==> src/rtl/uart_tx_scheduler.sv <==
// Round-robin scheduler sharing one 8N1 byte transmitter between NUM_REQ requesters.
// A grant is held for a whole packet; a byte the transmitter never acknowledges is dropped.
module uart_tx_scheduler #(
  parameter int unsigned NUM_REQ      = 4,
  parameter int unsigned BUSY_TIMEOUT = 4096
) (
  input  logic                       clk,
  input  logic                       rst,
  input  logic [NUM_REQ-1:0]         req_valid,
  input  logic [8*NUM_REQ-1:0]       req_data,
  input  logic [NUM_REQ-1:0]         req_last,
  output logic [NUM_REQ-1:0]         req_ready,
  output logic [7:0]                 tx_data,
  output logic                       tx_enable,
  input  logic                       tx_busy,
  output logic [$clog2(NUM_REQ)-1:0] grant_id,
  output logic                       active,
  output logic                       timeout_err
);

  localparam int unsigned GW = $clog2(NUM_REQ);
  localparam int unsigned TW = $clog2(BUSY_TIMEOUT) + 1;

  typedef enum logic [2:0] {
    S_IDLE,
    S_LOAD,
    S_START,
    S_WAIT,
    S_DONE
  } state_e;

  state_e          state_q, state_d;
  logic [GW-1:0]   grant_q, grant_d;
  logic [GW-1:0]   last_grant_q, last_grant_d;
  logic            active_q, active_d;
  logic [7:0]      tx_data_q, tx_data_d;
  logic            tx_enable_q, tx_enable_d;
  logic            timeout_q, timeout_d;
  logic            last_flag_q, last_flag_d;
  logic [TW-1:0]   timer_q, timer_d;

  logic            cur_valid;
  logic            cur_last;
  logic [7:0]      cur_data;
  logic [GW-1:0]   scan;
  logic [GW-1:0]   pick_idx;
  logic            pick_found;

  always_comb begin
    cur_valid = req_valid[grant_q];
    cur_last  = req_last[grant_q];
    cur_data  = req_data[{grant_q, 3'b000} +: 8];
  end

  // Scan starts one past the previous owner so the previous owner is checked last.
  always_comb begin
    scan       = last_grant_q;
    pick_idx   = '0;
    pick_found = 1'b0;
    for (int unsigned i = 0; i < NUM_REQ; i++) begin
      scan = (scan == GW'(NUM_REQ - 1)) ? '0 : scan + 1'b1;
      if (!pick_found && req_valid[scan]) begin
        pick_found = 1'b1;
        pick_idx   = scan;
      end
    end
  end

  always_comb begin
    state_d      = state_q;
    grant_d      = grant_q;
    last_grant_d = last_grant_q;
    active_d     = active_q;
    tx_data_d    = tx_data_q;
    tx_enable_d  = tx_enable_q;
    timeout_d    = 1'b0;
    last_flag_d  = last_flag_q;
    timer_d      = timer_q;
    req_ready    = '0;

    case (state_q)
      S_IDLE: begin
        if (!tx_busy && pick_found) begin
          grant_d  = pick_idx;
          active_d = 1'b1;
          state_d  = S_LOAD;
        end
      end
      S_LOAD: begin
        req_ready[grant_q] = cur_valid;
        if (cur_valid) begin
          tx_data_d   = cur_data;
          last_flag_d = cur_last;
          timer_d     = '0;
          tx_enable_d = 1'b1;
          state_d     = S_START;
        end
      end
      S_START: begin
        if (tx_busy) begin
          tx_enable_d = 1'b0;
          state_d     = S_WAIT;
        end else if (timer_q == TW'(BUSY_TIMEOUT - 1)) begin
          // Abandoned byte still closes the packet if it was flagged last.
          timeout_d   = 1'b1;
          tx_enable_d = 1'b0;
          state_d     = S_DONE;
        end else begin
          timer_d = timer_q + 1'b1;
        end
      end
      S_WAIT: begin
        if (!tx_busy) begin
          state_d = S_DONE;
        end
      end
      S_DONE: begin
        if (last_flag_q) begin
          last_grant_d = grant_q;
          active_d     = 1'b0;
          state_d      = S_IDLE;
        end else begin
          state_d = S_LOAD;
        end
      end
      default: begin
        state_d = S_IDLE;
      end
    endcase
  end

  always_ff @(posedge clk) begin
    if (rst) begin
      state_q      <= S_IDLE;
      grant_q      <= '0;
      last_grant_q <= GW'(NUM_REQ - 1);
      active_q     <= 1'b0;
      tx_data_q    <= '0;
      tx_enable_q  <= 1'b0;
      timeout_q    <= 1'b0;
      last_flag_q  <= 1'b0;
      timer_q      <= '0;
    end else begin
      state_q      <= state_d;
      grant_q      <= grant_d;
      last_grant_q <= last_grant_d;
      active_q     <= active_d;
      tx_data_q    <= tx_data_d;
      tx_enable_q  <= tx_enable_d;
      timeout_q    <= timeout_d;
      last_flag_q  <= last_flag_d;
      timer_q      <= timer_d;
    end
  end

  assign tx_data     = tx_data_q;
  assign tx_enable   = tx_enable_q;
  assign grant_id    = grant_q;
  assign active      = active_q;
  assign timeout_err = timeout_q;

endmodule

==> config.mk <==
export PLATFORM = sky130hd
export DESIGN_NAME = uart_tx_scheduler
export DESIGN_NICKNAME = d
export VERILOG_FILES = /design/src/rtl/uart_tx_scheduler.sv
export SDC_FILE = /design/constraint.sdc
export NUM_CORES = 1
export LEC_CHECK = 0
export ABC_AREA = 1
export BUFFER_PORTS_ARGS = -buffer_cell sky130_fd_sc_hd__buf_4
export CELL_PAD_IN_SITES_DETAIL_PLACEMENT = 1
export CELL_PAD_IN_SITES_GLOBAL_PLACEMENT = 2
export CORE_ASPECT_RATIO = 2
export CORE_MARGIN = 2
export CORE_UTILIZATION = 29
export CTS_BUF_LIST = sky130_fd_sc_hd__clkbuf_16
export CTS_CLUSTER_SIZE = 8
export DETAILED_ROUTE_END_ITERATION = 12
export PLACE_DENSITY_LB_ADDON = 0.1
export REMOVE_ABC_BUFFERS = 1
export SLEW_MARGIN = 15
export SYNTH_ARGS = -nofsm -noshare
export SYNTH_HDL_FRONTEND = slang
export SYNTH_SLANG_ARGS = --single-unit
==> constraint.sdc <==
create_clock -name clk -period 2.5 [get_ports clk]
set_input_delay 0.5 -clock clk [delete_from_list [all_inputs] [get_ports clk]]
set_output_delay 0.5 -clock clk [all_outputs]
set_load 0.01 [all_outputs]
[After elaboration in Yosys (flattened, before gate mapping)]
Cells that the tools add are included.
Word-level totals
  flip-flop bits (word level): 32
  bits of input ports: 43
  output and inout port bits: 17
  logic and storage cells: 105
Cells by class
  add/sub/neg operators: 5
  magnitude comparators: 6
  eq/ne operators: 16
  shift-type cells: 1
  muxes and demuxes: 46
  bitwise operators: 2
  reduce and logical (&&, ||, !) cells: 20
Operators with widths (count)
  $mux 13: 3
  $shiftx 32x6->8: 1
  $pmux 13 s2: 1
  $mux 1: 18
  $mux 2: 8
  $lt 2x3->1 const B: 5
  $mux 3: 5
  $pmux 3 s5: 1
  $add 13x1->13 const B: 1
  $eq 13x12->1 const B: 1
  $bmux 1 s2: 6
  $ne 2x2->1 const B: 6
  $add 2x1->2 const B: 4
  $eq 2x2->1 const B: 4
  $reduce_and 4->1: 2
  $eq 3x2->1 const B: 2
  $reduce_and 2->1: 3
  $reduce_and 3->1: 2
  $logic_and 1x1->1: 5
  $and 4x4->4: 1
  $logic_not 1->1: 4
  $mux 4: 1
  $pmux 1 s2: 2
  $reduce_bool 2->1: 2
  other kinds (8): 8

[Logic depth before layout (Yosys ltp)]
Gate-level depths: netlist of run 1.
  word-level depth: 17
  gate-level depth with buffers: 13
  mapped depth without buffers: 13

[Least setup slack after synthesis of run 1]
No wires, ideal clock.
  path type: reg-to-reg
  start point: register timer_q[0]
  end point: register state_q[0]
  setup time: 115 ps
  arrival: 1543 ps
  data required time: 2385 ps
  slack: 842 ps
  stages on the path, launching flop included: 11
  buffers on the path: 0
  clock period less this slack: 1658 ps
  cells stage by stage: dfxtp_1 ha_1 nand2_1 nor3_4 nand3_2 nand2_2 nand2_1 nor2_1 nand3_1 nand2_1 nor2_1
Between the ends
  longest elaborated chain between the ends: 3
Ends and longest elaborated chain
  start: declaration: RTL line 40  | logic [TW-1:0] timer_q, timer_d;
  start signal: assignment: RTL line 152  | timer_q <= timer_d;
  $eq 13x12->1: RTL line 103  | end else if (timer_q == TW'(BUSY_TIMEOUT - 1)) begin
  $ne 3x3->1 (no line)
  $reduce_and 4->1 (no line)
  end signal: assignment: RTL line 144  | state_q <= state_d;
  end: declaration: RTL line 32  | state_e state_q, state_d;
No other way between the ends.
A chain may end at the register's enable or synchronous reset.

[Worst setup path after layout of run 1]
  start point: register state_q[0]
  end point: output port req_ready[2]
Between the ends
  longest elaborated chain between the ends: 2
Ends and longest elaborated chain
  $eq 3x1->1: RTL line 81  | case (state_q)
  $mux 4: RTL line 81
  end: declaration: RTL line 12  | output logic [NUM_REQ-1:0] req_ready,
No other way between the ends.

==> results of run 1 <==
Yosys cell counts, drive strengths merged:
cell type | number | share of area [%]
dfxtp | 32 | 32
a31o | 2 | 0.87
nor3 | 7 | 2.5
o21ai | 15 | 3.7
inv | 30 | 5.6
a22oi | 9 | 3.3
a41oi | 9 | 3.9
nand3 | 26 | 6.7
ha | 2 | 1.2
nor3b | 1 | 0.37
nand4 | 13 | 4.3
xnor2 | 1 | 0.43
clkbuf | 4 | 0.74
xor2 | 3 | 1.3
nand2 | 85 | 17
buf | 4 | 2.0
o21a | 1 | 0.37
o31ai | 1 | 0.37
o211ai | 4 | 1.5
a21oi | 17 | 4.2
nor2 | 35 | 8.1
critical path: cells and delay by family, from the launching register on:
family,cells,cell delay [ns]
buffers and inverters,3,0.41
DFF,1,0.39
and+or+nand+nor,2,0.44
placed cells by master (no fill, tap or decap), types with 2 or more instances in the layout:
| cell | instances |
|---|---|
| sky130_fd_sc_hd__nor2_1 | 32 |
| sky130_fd_sc_hd__a21oi_1 | 17 |
| sky130_fd_sc_hd__inv_2 | 4 |
| sky130_fd_sc_hd__o21ai_0 | 13 |
| sky130_fd_sc_hd__xor2_1 | 3 |
| sky130_fd_sc_hd__inv_1 | 27 |
| sky130_fd_sc_hd__dfxtp_1 | 32 |
| sky130_fd_sc_hd__o211ai_1 | 4 |
| sky130_fd_sc_hd__clkbuf_16 | 5 |
| sky130_fd_sc_hd__nor2_4 | 2 |
| sky130_fd_sc_hd__nand2_2 | 3 |
| sky130_fd_sc_hd__nand2_1 | 81 |
| sky130_fd_sc_hd__a31o_2 | 2 |
| sky130_fd_sc_hd__nand3_1 | 25 |
| sky130_fd_sc_hd__a22oi_1 | 9 |
| sky130_fd_sc_hd__nand4_1 | 12 |
| sky130_fd_sc_hd__o21ai_1 | 2 |
| sky130_fd_sc_hd__buf_4 | 61 |
| sky130_fd_sc_hd__ha_1 | 2 |
| sky130_fd_sc_hd__a41oi_1 | 9 |
| sky130_fd_sc_hd__nor3_1 | 5 |
final cells by class:
| class | instances | area, um2 | area share [%] |
|---|---|---|---|
| flip-flops and latches | 32 | 641 | 24.0 |
| clock inverters | 2 | 8.76 | 0.329 |
| repair buffers | 61 | 458 | 17.2 |
| multi-input cells | 231 | 1210 | 45.3 |
| inverters | 30 | 113 | 4.23 |
| well taps | 90 | 113 | 4.23 |
| clock buffers | 5 | 125 | 4.69 |
logic make-up (layout without fill, tap and decap cells):
| kind of cell | after synthesis | after routing | synth area share, % |
|---|---|---|---|
| AO/OA/AOI/OAI | 58 | 58 | 18.3 |
| AND/OR/NAND/NOR | 167 | 167 | 38.6 |
| flip-flops | 32 | 32 | 31.8 |
| adder cells (fa/ha/maj) | 2 | 2 | 1.24 |
| buffers and inverters | 38 | 98 | 8.37 |
| XOR/XNOR | 4 | 4 | 1.74 |
worst paths after layout:
| kind | end | from | cells past startpoint |
|---|---|---|---|
| min | active$_SDFFE_PP0P_ | active$_SDFFE_PP0P_ | 2 |
| max | req_ready[2] | state_q[0]$_SDFFE_PP0P_ | 5 |
| min reg2reg | active$_SDFFE_PP0P_ | active$_SDFFE_PP0P_ | 2 |
| max reg2reg | timer_q[0]$_SDFFE_PP0P_ | timer_q[0]$_SDFFE_PP0P_ | 9 |
flip-flops by register name, summed over array words and instances, names as in the netlist:
signal / cells
last_grant_q: 2
timer_q: 13
state_q: 3
tx_data: 8
tx_enable: 1
timeout_err: 1
last_flag_q: 1
active: 1
grant_id: 2
routing by layer:
layer	part of all wire (%)	wire length [um]	track usage, %
met1	43	2850	21.0
met2	51	3380	33.0
met3	4.8	319	4.16
met4	1.5	98	7.22
met5	0	0	0
per-stage QoR:
| stage | cell area (um2) | hold slack [ns] | setup slack (ns) | total power [mW] | utilization, % |
|---|---|---|---|---|---|
| 2_1_floorplan | 1960 | 0.450 | 0.825 | 1.11 | - |
| 3_3_place_gp | 2530 | 0.456 | 0.588 | 1.43 | 37.0 |
| 3_5_place_dp | 2530 | 0.480 | 0.490 | 1.44 | 37.0 |
| 4_1_cts | 2670 | 0.488 | 0.445 | 2.04 | 39.0 |
| 5_1_grt | 2670 | 0.520 | 0.216 | 2.16 | 39.0 |
| 6_report | 2670 | 0.480 | 0.469 | 2.01 | 39.0 |
report_power, final:
part           internal, mW  leakage (nW)  switching, mW
combinational         0.286         0.790          0.480
clock                 0.357        0.0709          0.225
sequential            0.590         0.260         0.0717
==> summary.log, run 1 <==
INFO  floorplanning  core=6830um2
INFO  floorplanning  die-height=122um
INFO  routing        drt_drc_violations_left=0
INFO  setup_path     cp-end-kind=output port
INFO  finish         drive_gt1_share=23.3%
INFO  setup_path     cpPeakStageDelay=0.39ns
INFO  timing         timing.final.setup_violations=0
INFO  clocking       post_cts.repair.setup_buffers=0
INFO  global_route   global_route_wire_length_before_repair=11300um
INFO  clocking       cts_buffers=5
INFO  pwr            ir_worst_vdd=0.279mV
INFO  synth          synth_area=2020um2
INFO  finish         fillers=911
INFO  finish         insertedDiodeCount=0
INFO  pwr            power_density=754nW/um2
INFO  clocking       clkSlewWorstSetupHoldPaths=0.05ns
INFO  timing         setup-tns-final=0ns
INFO  synth          postSynthCellCount=301
INFO  pwr            p_leak=1.12nW
INFO  setup_path     cpMostUsedCell=sky130_fd_sc_hd__inv_1
INFO  clocking       cts_num_sinks=32
INFO  place          cell_count_post_placement=444
INFO  global_route   antenna_found_initial=0
INFO  routing        wl_per_instance=14.7um
INFO  outcome        outcome=complete, no violations
INFO  timing         grt_setup_unrepaired=no
INFO  clocking       cts-root-to-sink-buffers=2
INFO  timing         maxClockFrequency=0.492GHz
INFO  timing         final.setup_skew=0.00529ns
INFO  routing        drt.antenna.violating_nets=0
INFO  timing         layout_min_cycle_time=2.03ns
INFO  min_path       min_path_type=flip-flop to flip-flop
INFO  timing         relSlewSlack=52.2%
INFO  global_route   overflow=0
INFO  place          gpl.final_weighted_congestion=0.802
INFO  clocking       ctsRootBufferMaster=sky130_fd_sc_hd__clkbuf_16
INFO  global_route   total_grt_usage=18.5%
INFO  synth          seq_area_frac_synth=31.8%
INFO  floorplanning  placementRows=43
INFO  clocking       worstSkewPairLatency=0.28ns
INFO  setup_path     startpoint_type=flip-flop
INFO  setup_path     worstPathCellList=inv_1 -> nor3_1 -> inv_1 -> nor2_1 -> buf_4
INFO  setup_path     crit_required=2.00ns
INFO  setup_path     setup.reg_to_reg.worst_slack=0.48ns
INFO  floorplanning  dieArea=7680um2
INFO  finish         layout-area-overhead-vs-synth=32.1%
INFO  clocking       post_cts_resized=0
INFO  finish         final_cell_count_no_fill=451
INFO  place          hpwl=5210um
INFO  timing         timing_worst_slew_pin_value=0.714ns
INFO  setup_path     maximum_net_fanout_on_the_critical_path=6
INFO  global_route   grt_max_degree=20
INFO  setup_path     crit_path_top_delay_cell=sky130_fd_sc_hd__dfxtp_1
INFO  clocking       postCtsHoldBufs=0
INFO  timing         slew_violations=0
INFO  setup_path     timing.setup.critical_path_class=flip-flop to output port
INFO  synth          avgSynthCellArea=6.70um2
INFO  synth          ffs_latches_synth=32
INFO  timing         timing_hold_violations_final=0
INFO  clocking       cts_tree=done
INFO  routing        num_vias=2291
INFO  floorplanning  floorplan.die.width=63.0um
INFO  routing        route.detailed.vias_per_inst=5.08
INFO  floorplanning  top_level_ports=60
INFO  routing        initialDrtViolationCount=95
INFO  flow_run       drv_cap=0
INFO  finish         num-nets-final=406
INFO  global_route   via_count_of_the_first_global_routing_pass=2426
INFO  synth          synth.yosys.warnings=0
INFO  setup_path     worst_ep_arrival_time=1.53ns
INFO  routing        drt-pass1-iter-count=4
INFO  synth          yosys.cell_types.count=32
INFO  routing        drt_wl_total=6650um
INFO  floorplanning  initial_core_util=29.5%
INFO  place          placement.io_buffers=59
INFO  clocking       htree_num_levels=2
INFO  timing         layout_worst_path_cycle_share=81.2%
Note: power is estimated with default switching activity, not from simulation.
==> run 2, diff against run 1 <==
--- a/config.mk
+++ b/config.mk
@@ -11,7 +11,7 @@
 export CELL_PAD_IN_SITES_GLOBAL_PLACEMENT = 2
 export CORE_ASPECT_RATIO = 2
 export CORE_MARGIN = 2
-export CORE_UTILIZATION = 29
+export CORE_UTILIZATION = 24
 export CTS_BUF_LIST = sky130_fd_sc_hd__clkbuf_16
 export CTS_CLUSTER_SIZE = 8
 export DETAILED_ROUTE_END_ITERATION = 12
==> constraint.sdc (replaced) <==
create_clock -name clk -period 1.8 [get_ports clk]
set_input_delay 0.36 -clock clk [delete_from_list [all_inputs] [get_ports clk]]
set_output_delay 0.36 -clock clk [all_outputs]
set_load 0.01 [all_outputs]
==> summary.log, run 2 (same netlist as run 1, synthesis figures left out) <==
INFO  floorplanning  dieArea=9200um2 [+20%]
INFO  timing         timing.final.setup_violations=0 [unchanged]
INFO  clocking       ctsRootBufferMaster=sky130_fd_sc_hd__clkbuf_16
INFO  min_path       whs_endpoint=tx_data[1]$_SDFFE_PP0P_
INFO  finish         num-nets-final=433 [+6.7%]
INFO  global_route   global_route_wire_length_before_repair=12600um [+12%]
INFO  setup_path     timing.setup.critical_path_class=flip-flop to output port
INFO  place          hpwl=6500um [+25%]
INFO  finish         finish.utilization=35.8% [-3.2 points]
INFO  floorplanning  top_level_ports=60 [unchanged]
INFO  place          placement.io_buffers=59 [unchanged]
INFO  global_route   groute.layer.met2.usage=37.4% [+4.5 points]
INFO  routing        drt.antenna.violating_nets=0 [unchanged]
INFO  routing        drt_wl_total=8050um [+21%]
INFO  global_route   via_count_of_the_first_global_routing_pass=2534 [+4.5%]
INFO  clocking       clkSlewWorstSetupHoldPaths=0.05ns [about the same]
INFO  timing         maxClockFrequency=0.592GHz
INFO  pwr            power.net_switching=1.15mW [+49%]
INFO  setup_path     worstPathCellList=nor2_4 -> nand2_1 -> nor2_1 -> buf_4
INFO  routing        num_vias=2374 [+3.6%]
INFO  timing         layout_worst_path_cycle_share=93.9%
INFO  timing         slew_violations=0 [unchanged]
INFO  finish         largest_register_by_flop_count=timer_q
INFO  pwr            pwr-share-comb=42.1% [+4.0 points]
INFO  global_route   total_grt_usage=19.0% [+0.56 points]
INFO  place          dpl_worst_slack=-0.155ns [-0.645 ns]
INFO  floorplanning  die-height=134um [+9.6%]
INFO  setup_path     crit_path_top_delay_cell=sky130_fd_sc_hd__dfxtp_1
INFO  place          gpl.final_weighted_congestion=0.777 [-3.2%]
INFO  pwr            switching_portion_of_total_power=38.7% [+0.11 points]
INFO  pwr            power_density=1010nW/um2 [+34%]
INFO  setup_path     setup.reg_to_reg.worst_slack=0.14ns [-0.34 ns]
INFO  timing         final.setup_skew=0.00380ns [-0.00149 ns]
INFO  timing         timing_hold_violations_final=0 [unchanged]
INFO  clocking       cts_buffers=5 [unchanged]
INFO  timing         layout_min_cycle_time=1.69ns
INFO  pwr            part_of_the_total_power_dissipated_in_sequential_elements=30.4% [-2.5 points]
INFO  routing        drt-pass1-iter-count=4 [unchanged]
INFO  clocking       cts_num_sinks=32 [unchanged]
INFO  setup_path     worst_r2r_endpoint=state_q[0]$_SDFFE_PP0P_
INFO  finish         layout-area-overhead-vs-synth=46.3%
INFO  finish         drive_gt1_share=33.2% [+10 points]
INFO  floorplanning  placementRows=47 [+9.3%]
INFO  finish         layout.cells.most_common=sky130_fd_sc_hd__buf_4
INFO  setup_path     cp_top_family=simple AND/OR/NAND/NOR gates
INFO  setup_path     crit_required=1.44ns [-0.56 ns]
INFO  setup_path     cp-end-kind=output port
INFO  clocking       cts-root-to-sink-buffers=2 [unchanged]
INFO  pwr            ir_worst_vdd=0.364mV [+31%]
INFO  timing         hold_slack=0.370ns [-0.110 ns]
INFO  routing        route.detailed.vias_per_inst=4.88 [-3.8%]
INFO  setup_path     reg2reg_depth=12 [+3]
INFO  global_route   globalRouteMet1Util=18.0% [-3.0 points]
INFO  setup_path     timing.rr.start=last_grant_q[1]$_SDFFE_PP1P_
INFO  timing         relSlewSlack=72.1% [+20 points]
INFO  pwr            p_leak=1.26nW [+13%]
INFO  routing        drt_drc_violations_left=0 [unchanged]
INFO  clocking       htree_num_levels=2 [unchanged]
INFO  min_path       worstHoldStart=req_data[17]
INFO  pwr            power_report.internal_total=1.82mW [+48%]
INFO  routing        wl_per_instance=16.6um [+12%]
INFO  pwr            power_frac_clock=27.5% [-1.5 points]
INFO  setup_path     critPathBufInv=1 [-2]
INFO  timing         finalWorstSetupSlack=0.110ns [-0.359 ns]
INFO  clocking       cts_tree=done
INFO  finish         layout_common_cells=sky130_fd_sc_hd__buf_4, sky130_fd_sc_hd__nand2_1, sky130_fd_sc_hd__nor2_1, sky130_fd_sc_hd__dfxtp_1, sky130_fd_sc_hd__inv_1
INFO  floorplanning  floorplan.die.width=68.8um [+9.3%]
INFO  global_route   grt_max_degree=20 [unchanged]
INFO  global_route   globalRouteMet3Util=3.29% [-0.86 points]
INFO  floorplanning  core=8230um2 [+20%]
INFO  setup_path     cpPeakStageDelay=0.36ns [-0.03 ns]
INFO  global_route   global_route.peak_usage_layer=met2
INFO  outcome        outcome=complete, no violations
INFO  global_route   overflow=0 [unchanged]
INFO  min_path       whs_path_depth=3 [+1]
INFO  min_path       min_path_type=input port to flip-flop
INFO  clocking       worstSkewPairLatency=0.28ns [about the same]
INFO  flow_run       drv_cap=0 [unchanged]
INFO  timing         timing_worst_slew_pin_value=0.416ns [-0.298 ns]
INFO  global_route   antenna_found_initial=0 [unchanged]
INFO  setup_path     startpoint_type=flip-flop
INFO  finish         insertedDiodeCount=0 [unchanged]
INFO  clocking       postCtsHoldBufs=0 [unchanged]
INFO  routing        initialDrtViolationCount=50 [-47%]
INFO  finish         max_reg_flops=13 [unchanged]
INFO  setup_path     worst_ep_arrival_time=1.33ns [-0.20 ns]
INFO  floorplanning  initial_core_util=24.5% [-5.0 points]
INFO  setup_path     maximum_net_fanout_on_the_critical_path=10 [+4]
==> run 2: power by group through the flow <==
stage               Clock, mW  Combinational (mW)  Sequential, mW
finish                  0.819                1.25           0.906
global route            0.874                1.40           0.921
CTS                     0.846                1.24           0.903
detailed placement          0                1.23           0.914
global placement            0                1.23           0.914
floorplan                   0               0.572           0.972
==> run 2: cell type report <==
type                    count  area (um2)
flip-flops and latches     32         644
clock buffers               5         125
fillers                  1083        5280
multi-input cells         232        1280
clock inverters             2        8.76
inverters                  30         118
well taps                  98         123
repair buffers             87         653
==> run 2: what timing repair did <==
action,4_1_cts,5_1_grt
pin swaps,0,4
cloned,0,1
gates resized for setup,5,18
hold endpoints to repair,0,0
buffers inserted,0,3
setup endpoints to repair,10,21
==> run 2: routing by layer <==
metal | vias up | part of all wire (%)
met5 | - | 0
met4 | 0 | 2.3
met3 | 10 | 2.9
met2 | 43 | 62
met1 | 1125 | 33
li1 | 1196 | -
==> run 2: worst max path at each step <==
stage / slack, ns / cells past startpoint / from / endpoint
floorplan: 0.12 / 7 / grant_id[0]$_SDFFE_PP0P_ / timer_q[0]$_SDFFE_PP0P_
global placement: -0.11 / 10 / last_grant_q[1]$_SDFFE_PP1P_ / grant_id[0]$_SDFFE_PP0P_
detailed placement: -0.16 / 10 / last_grant_q[1]$_SDFFE_PP1P_ / grant_id[0]$_SDFFE_PP0P_
CTS: 0.02 / 9 / last_grant_q[1]$_SDFFE_PP1P_ / state_q[0]$_SDFFE_PP0P_
global route: -0.008 / 10 / timer_q[1]$_SDFFE_PP0P_ / state_q[0]$_SDFFE_PP0P_
finish: 0.11 / 4 / grant_id[0]$_SDFFE_PP0P_ / req_ready[0]
==> run 2: tightest hold or removal path: stages <==
cell	delay (ns)
sky130_fd_sc_hd__buf_4	0.10
sky130_fd_sc_hd__nand2_1	0.05
sky130_fd_sc_hd__a41oi_1	0.09
==> run 2: metrics by stage <==
stage / instances / power (mW) / setup TNS, ns / instance area, um2
global placement: 475 / 2.14 / -0.160 / 2710
global route: 486 / 3.20 / -0.00762 / 2950
floorplan: 293 / 1.54 / 0 / 1960
detailed placement: 475 / 2.14 / -0.385 / 2710
CTS: 482 / 2.99 / 0 / 2880
finish: 486 / 2.98 / 0 / 2950
